[src/rtl/sopc_mem_arbiter_pkg.sv]
// Shared definitions for the unified instruction/data memory arbiter:
// FSM state and grant encodings plus the SOPC bus widths.
package sopc_mem_arbiter_pkg;

    localparam int SOPC_ADDR_W = 32;
    localparam int SOPC_DATA_W = 32;

    typedef enum logic [1:0] {
        ArbIdle  = 2'd0,
        ArbIInfl = 2'd1,
        ArbDInfl = 2'd2
    } arb_state_e;

    typedef enum logic {
        GrantI = 1'b0,
        GrantD = 1'b1
    } grant_e;

endpackage

[src/rtl/arb_pick.sv]
// Combinational winner select between the fetch and data ports.
// ARB_RR_EN selects round-robin on conflict; otherwise the data port wins.
module arb_pick
    import sopc_mem_arbiter_pkg::*;
(
    input  logic   i_elig_i,
    input  logic   d_elig_i,
`ifdef ARB_RR_EN
    input  grant_e last_grant_i,
`endif
    output logic   valid_o,
    output grant_e grant_o
);

    assign valid_o = i_elig_i | d_elig_i;

    always_comb begin
        grant_o = GrantI;
        if (d_elig_i && !i_elig_i) begin
            grant_o = GrantD;
        end else if (d_elig_i && i_elig_i) begin
`ifdef ARB_RR_EN
            grant_o = (last_grant_i == GrantD) ? GrantI : GrantD;
`else
            grant_o = GrantD;
`endif
        end
    end

endmodule

[src/rtl/sopc_mem_arbiter.sv]
// Shares one single-port synchronous RAM between the fetch and load/store ports.
// Define ARB_RR_EN for round-robin conflict resolution (default: data port priority).
module sopc_mem_arbiter
    import sopc_mem_arbiter_pkg::*;
#(
    parameter int ADDR_W = SOPC_ADDR_W,
    parameter int DATA_W = SOPC_DATA_W
) (
    input  logic                clk,
    input  logic                rst,
    input  logic                i_req,
    input  logic [ADDR_W-1:0]   i_addr,
    output logic                i_ack,
    output logic [DATA_W-1:0]   i_rdata,
    output logic                i_stall,
    input  logic                d_req,
    input  logic                d_we,
    input  logic [ADDR_W-1:0]   d_addr,
    input  logic [DATA_W/8-1:0] d_sel,
    input  logic [DATA_W-1:0]   d_wdata,
    output logic                d_ack,
    output logic [DATA_W-1:0]   d_rdata,
    output logic                d_stall,
    output logic                mem_ce,
    output logic                mem_we,
    output logic [ADDR_W-1:0]   mem_addr,
    output logic [DATA_W/8-1:0] mem_sel,
    output logic [DATA_W-1:0]   mem_wdata,
    input  logic [DATA_W-1:0]   mem_rdata
);

    arb_state_e state_q, state_d;
    logic       i_elig, d_elig, grant_valid;
    grant_e     grant;

    assign i_ack = (state_q == ArbIInfl);
    assign d_ack = (state_q == ArbDInfl);

    // A port being acked still holds req high and must not be re-granted.
    // Gating with rst makes mem_ce and the stalls drop as soon as reset asserts.
    assign i_elig = rst & i_req & ~i_ack;
    assign d_elig = rst & d_req & ~d_ack;

    assign i_stall = rst & i_req & ~i_ack;
    assign d_stall = rst & d_req & ~d_ack;

    assign i_rdata = rst ? mem_rdata : '0;
    assign d_rdata = rst ? mem_rdata : '0;

`ifdef ARB_RR_EN
    grant_e last_grant_q;

    arb_pick u_pick (
        .i_elig_i    (i_elig),
        .d_elig_i    (d_elig),
        .last_grant_i(last_grant_q),
        .valid_o     (grant_valid),
        .grant_o     (grant)
    );
`else
    arb_pick u_pick (
        .i_elig_i(i_elig),
        .d_elig_i(d_elig),
        .valid_o (grant_valid),
        .grant_o (grant)
    );
`endif

    always_comb begin
        mem_ce    = 1'b0;
        mem_we    = 1'b0;
        mem_addr  = '0;
        mem_sel   = '0;
        mem_wdata = '0;
        state_d   = ArbIdle;
        if (grant_valid) begin
            mem_ce = 1'b1;
            if (grant == GrantD) begin
                mem_we    = d_we;
                mem_addr  = d_addr;
                mem_sel   = d_sel;
                mem_wdata = d_wdata;
                state_d   = ArbDInfl;
            end else begin
                mem_addr = i_addr;
                mem_sel  = '1;
                state_d  = ArbIInfl;
            end
        end
    end

    always_ff @(posedge clk or negedge rst) begin
        if (!rst) begin
            state_q <= ArbIdle;
`ifdef ARB_RR_EN
            last_grant_q <= GrantI;
`endif
        end else begin
            state_q <= state_d;
`ifdef ARB_RR_EN
            if (grant_valid) begin
                last_grant_q <= grant;
            end
`endif
        end
    end

endmodule

[config.mk]
export PLATFORM = sky130hd
export DESIGN_NAME = sopc_mem_arbiter
export DESIGN_NICKNAME = d
export VERILOG_FILES = /design/src/rtl/sopc_mem_arbiter_pkg.sv /design/src/rtl/arb_pick.sv /design/src/rtl/sopc_mem_arbiter.sv
export SDC_FILE = /design/constraint.sdc
export NUM_CORES = 1
export LEC_CHECK = 0
export CORE_AREA = 3 3 107 109
export CTS_CLUSTER_DIAMETER = 30
export CTS_CLUSTER_SIZE = 20
export DETAILED_ROUTE_END_ITERATION = 10
export DIE_AREA = 0 0 110 112
export PLACE_DENSITY_LB_ADDON = 0.08
export SYNTH_ARGS = -nofsm -noshare
export SYNTH_HDL_FRONTEND = slang
export SYNTH_SLANG_ARGS = --single-unit
export TNS_END_PERCENT = 100
[constraint.sdc]
create_clock -name clk -period 1.7 [get_ports clk]
set_clock_uncertainty 0.2 [all_clocks]
set_input_delay 0.17 -clock clk [delete_from_list [all_inputs] [get_ports clk]]
set_output_delay 0.17 -clock clk [all_outputs]
set_load 0.1 [all_outputs]
==> flow_metrics.py <==
metrics = {
    "setup_path": {
        "cp_cell_sequence": "nand2b_4, buf_12, o21ai_4, buf_12, a211oi_4, buf_12",
        "cp-end-kind": "primary output",
        "cp.required_ns": 1.33,
        "worstPathMaxFanout": 18,
        "reg2reg_depth": 5,
        "critPathBufInv": 3,
        "criticalPathCategory": "register to primary output",
        "cp.depth": 6,
        "cp_slowest_cell": "dfrtp_1",
        "startpoint_type": "register",
        "crit_family": "buffers and inverters",
        "worstPathArrival_ns": 1.66,
        "worst_path_most_repeated_cell": "buf_12",
        "critPathMaxStageDelay_ns": 0.39,
    },
    "floorplanning": {
        "ios": 275,
        "coreArea_um2": 10700,
        "dieArea_um2": 12300,
        "fp.dieH_um": 112,
        "start_util": 0.151,
        "die_x_um": 110,
        "fp-row-count": 38,
    },
    "worst_hold_path": {
        "hp-class": "primary input to register",
        "hold_path_depth": 4,
    },
    "synth": {
        "synth_edf_count": 0,
        "yosysWarnings": 0,
        "synth_top_flop_cell": "dfrtp_1",
        "yosysUniqueCellTypes": 23,
        "synth_top_area_frac": 0.149,
        "seq_area_frac_synth": 0.0310,
        "yosys.area.top_type": "buf_4",
        "avgSynthCellArea_um2": 6.64,
        "netlist_area_um2": 1610,
        "synth.most_common_cell": "and3_1",
        "synth_fp_nets": 380,
        "netlist_instances": 243,
        "synth_commonest_cells": "33 x and3_1, 32 x and2_1, 32 x buf_4, 32 x nand3_1, 32 x o21ai_0",
        "ys_ff_latch": 2,
        "synthArstFlopShare": 1.00,
        "synth_area_leaders": "buf_4 15%, a211oi_2 13%, and3_1 13%",
    },
    "cts": {
        "cts_sinks": 2,
        "h-tree-depth": 1,
        "clk_latency_ns": 0.21,
        "cts_root_buf": "clkbuf_8",
        "cts_buffers": 3,
        "tritoncts": "done",
        "clkTransAtPathRegs_ns": 0.02,
        "cts_buffer_depth": 2,
    },
    "power": {
        "p_switching_uw": 1960,
        "pwr-share-clk": 0.051,
        "netSwitchingFraction": 0.560,
        "internal_power_uw": 1540,
        "p_seq_frac": 0.015,
        "pwr-share-comb": 0.934,
        "power.density_nw_per_um2": 483,
        "peakVddDrop_v": 0.000313,
        "p_leak_uw": 0.00269,
    },
    "detailed_routing": {
        "drt_iter0_drc": 58,
        "dr.pass1.iters": 4,
        "drc": 0,
        "ant_nets": 0,
        "routed_via_density": 4.36,
        "wl_per_cell_um": 18.4,
        "vias": 2846,
        "wirelength_um": 12000,
    },
    "final_layout": {
        "fin_area_um2": 7240,
        "largest_reg_flops": 2,
        "reg_top3": "state_q (2)",
        "antenna_cells": 0,
        "nNetsFinal": 652,
        "syn2layout_area_growth_pct": 349,
        "drive_above_1_share": 0.647,
        "top_register": "state_q",
    },
    "global_routing": {
        "grt-ovfl-total": 0,
        "grt_pass1_wl_um": 18200,
        "antenna_found_initial": 0,
        "grt_max_degree": 31,
        "grt_usage": 0.192,
        "grt_pass1_vias": 3260,
    },
    "place": {
        "portBuffers": 274,
        "dp_slack_ns": -0.467,
        "placed_cell_area_um2": 6830,
        "gp_congestion": 0.786,
        "hpwl_um": 10300,
    },
    "sta": {
        "worst_pin_slew_ns": 0.329,
        "slew_headroom": 0.778,
        "worst_slack_ns": -0.334,
        "final_hold_viol_count": 0,
        "min_period_ns": 2.03,
        "fin_crit_sh": 1.20,
        "clock.fmax_mhz": 492,
        "fin_setup_tns_ns": -18.80,
        "rsz0062_at_grt": "yes",
        "setup_viol_count_final": 72,
        "slew_viol_final": 0,
    },
    "outcome": {
        "violations": "setup timing",
        "run_status": "complete, but fails checks",
    },
    "job": {
        "maxCapViolCount": 0,
    },
}
[power by group through the flow]
stage / clock, uW / sequential [uW] / combinational [uW]
after floorplan: 0 / 52.6 / 1910
after global placement: 0 / 52.7 / 3150
after detailed placement: 0 / 52.8 / 3170
after CTS: 185 / 52.4 / 3250
after global routing: 196 / 52.8 / 3360
final: 180 / 52.4 / 3260
[layout by cell type (no fill, tap or decap), types with 2 or more instances in the layout]
cell type        count
clkdlybuf4s50_1    133
clkbuf_16            2
dfrtp_1              2
buf_4               19
nand3_4              3
a211oi_4            32
o21ai_4             12
nor2_1               2
buf_12             161
o21ai_0              5
dlygate4sd2_1        3
o21ai_2              5
buf_8                2
buf_6                5
clkbuf_8             3
nand3_1             20
nand3_2              9
and2_2              32
nor2_4               2
and3_4              33
o2bb2ai_4            4
o21ai_1             11
[worst register-to-register path, stage by stage, from the launching register on]
cell	delay [ns]
dfrtp_1	0.39
nand2b_1	0.20
inv_1	0.09
o21a_1	0.16
buf_12	0.14
nor2_1	0.04
[layer usage]
metal / global-route usage / wire, um / up-vias
met5: 0 / 0 / -
met2: 0.383 / 6990 / 132
met4: 0.0316 / 157 / 0
met3: 0.0754 / 1180 / 10
met1: 0.179 / 3700 / 1345
li1: - / - / 1359
[final cells by class]
type / count / area [um^2]
Tap cell: 140 / 175
Clock buffer: 3 / 41.3
Timing Repair Buffer: 328 / 4930
Fill cell: 790 / 3450
Multi-Input combinational cell: 178 / 2030
Sequential cell: 2 / 50.0
Inverter: 2 / 20.0
[final timing paths]
kind                                           start                    to  slack, ns
worst max-delay path            state_q[1]$_DFF_PN0_          mem_addr[26]      -0.33
worst min-delay path                           d_req  state_q[1]$_DFF_PN0_       0.44
worst max register to register  state_q[1]$_DFF_PN0_  state_q[0]$_DFF_PN0_       0.37
worst min register to register  state_q[1]$_DFF_PN0_  state_q[1]$_DFF_PN0_       0.69
max in group asynchronous                        rst  state_q[1]$_DFF_PN0_       0.64
min in group asynchronous                        rst  state_q[0]$_DFF_PN0_       0.52
[stage by stage]
step           hold slack [ns]   util  cells  power, uW
2_1_floorplan           -0.326      -    243       1960
6_report                 0.444  0.677    653       3500
4_1_cts                  0.450  0.666    648       3490
5_1_grt                  0.484  0.677    653       3610
3_5_place_dp             0.449  0.638    634       3230
3_3_place_gp             0.450  0.638    634       3210
[repair_timing]
action | 4_1_cts | 5_1_grt
gates cloned | 2 | 2
hold buffers | 1 | 0
setup buffers | 8 | 3
setup endpoints to repair | 133 | 73
hold endpoints to repair | 2 | 0
pin swaps | 8 | 10
resized for setup | 21 | 10
[cells by family (layout without fill, tap and decap cells)]
logic type	count (synthesis)	count (layout)	share of synthesized area
AOI/OAI and AO/OA	71	71	0.336
and+or+nand+nor	107	107	0.386
DFF	2	2	0.0310
buffers and inverters	63	333	0.247
Power figures use the tool's default switching activity.
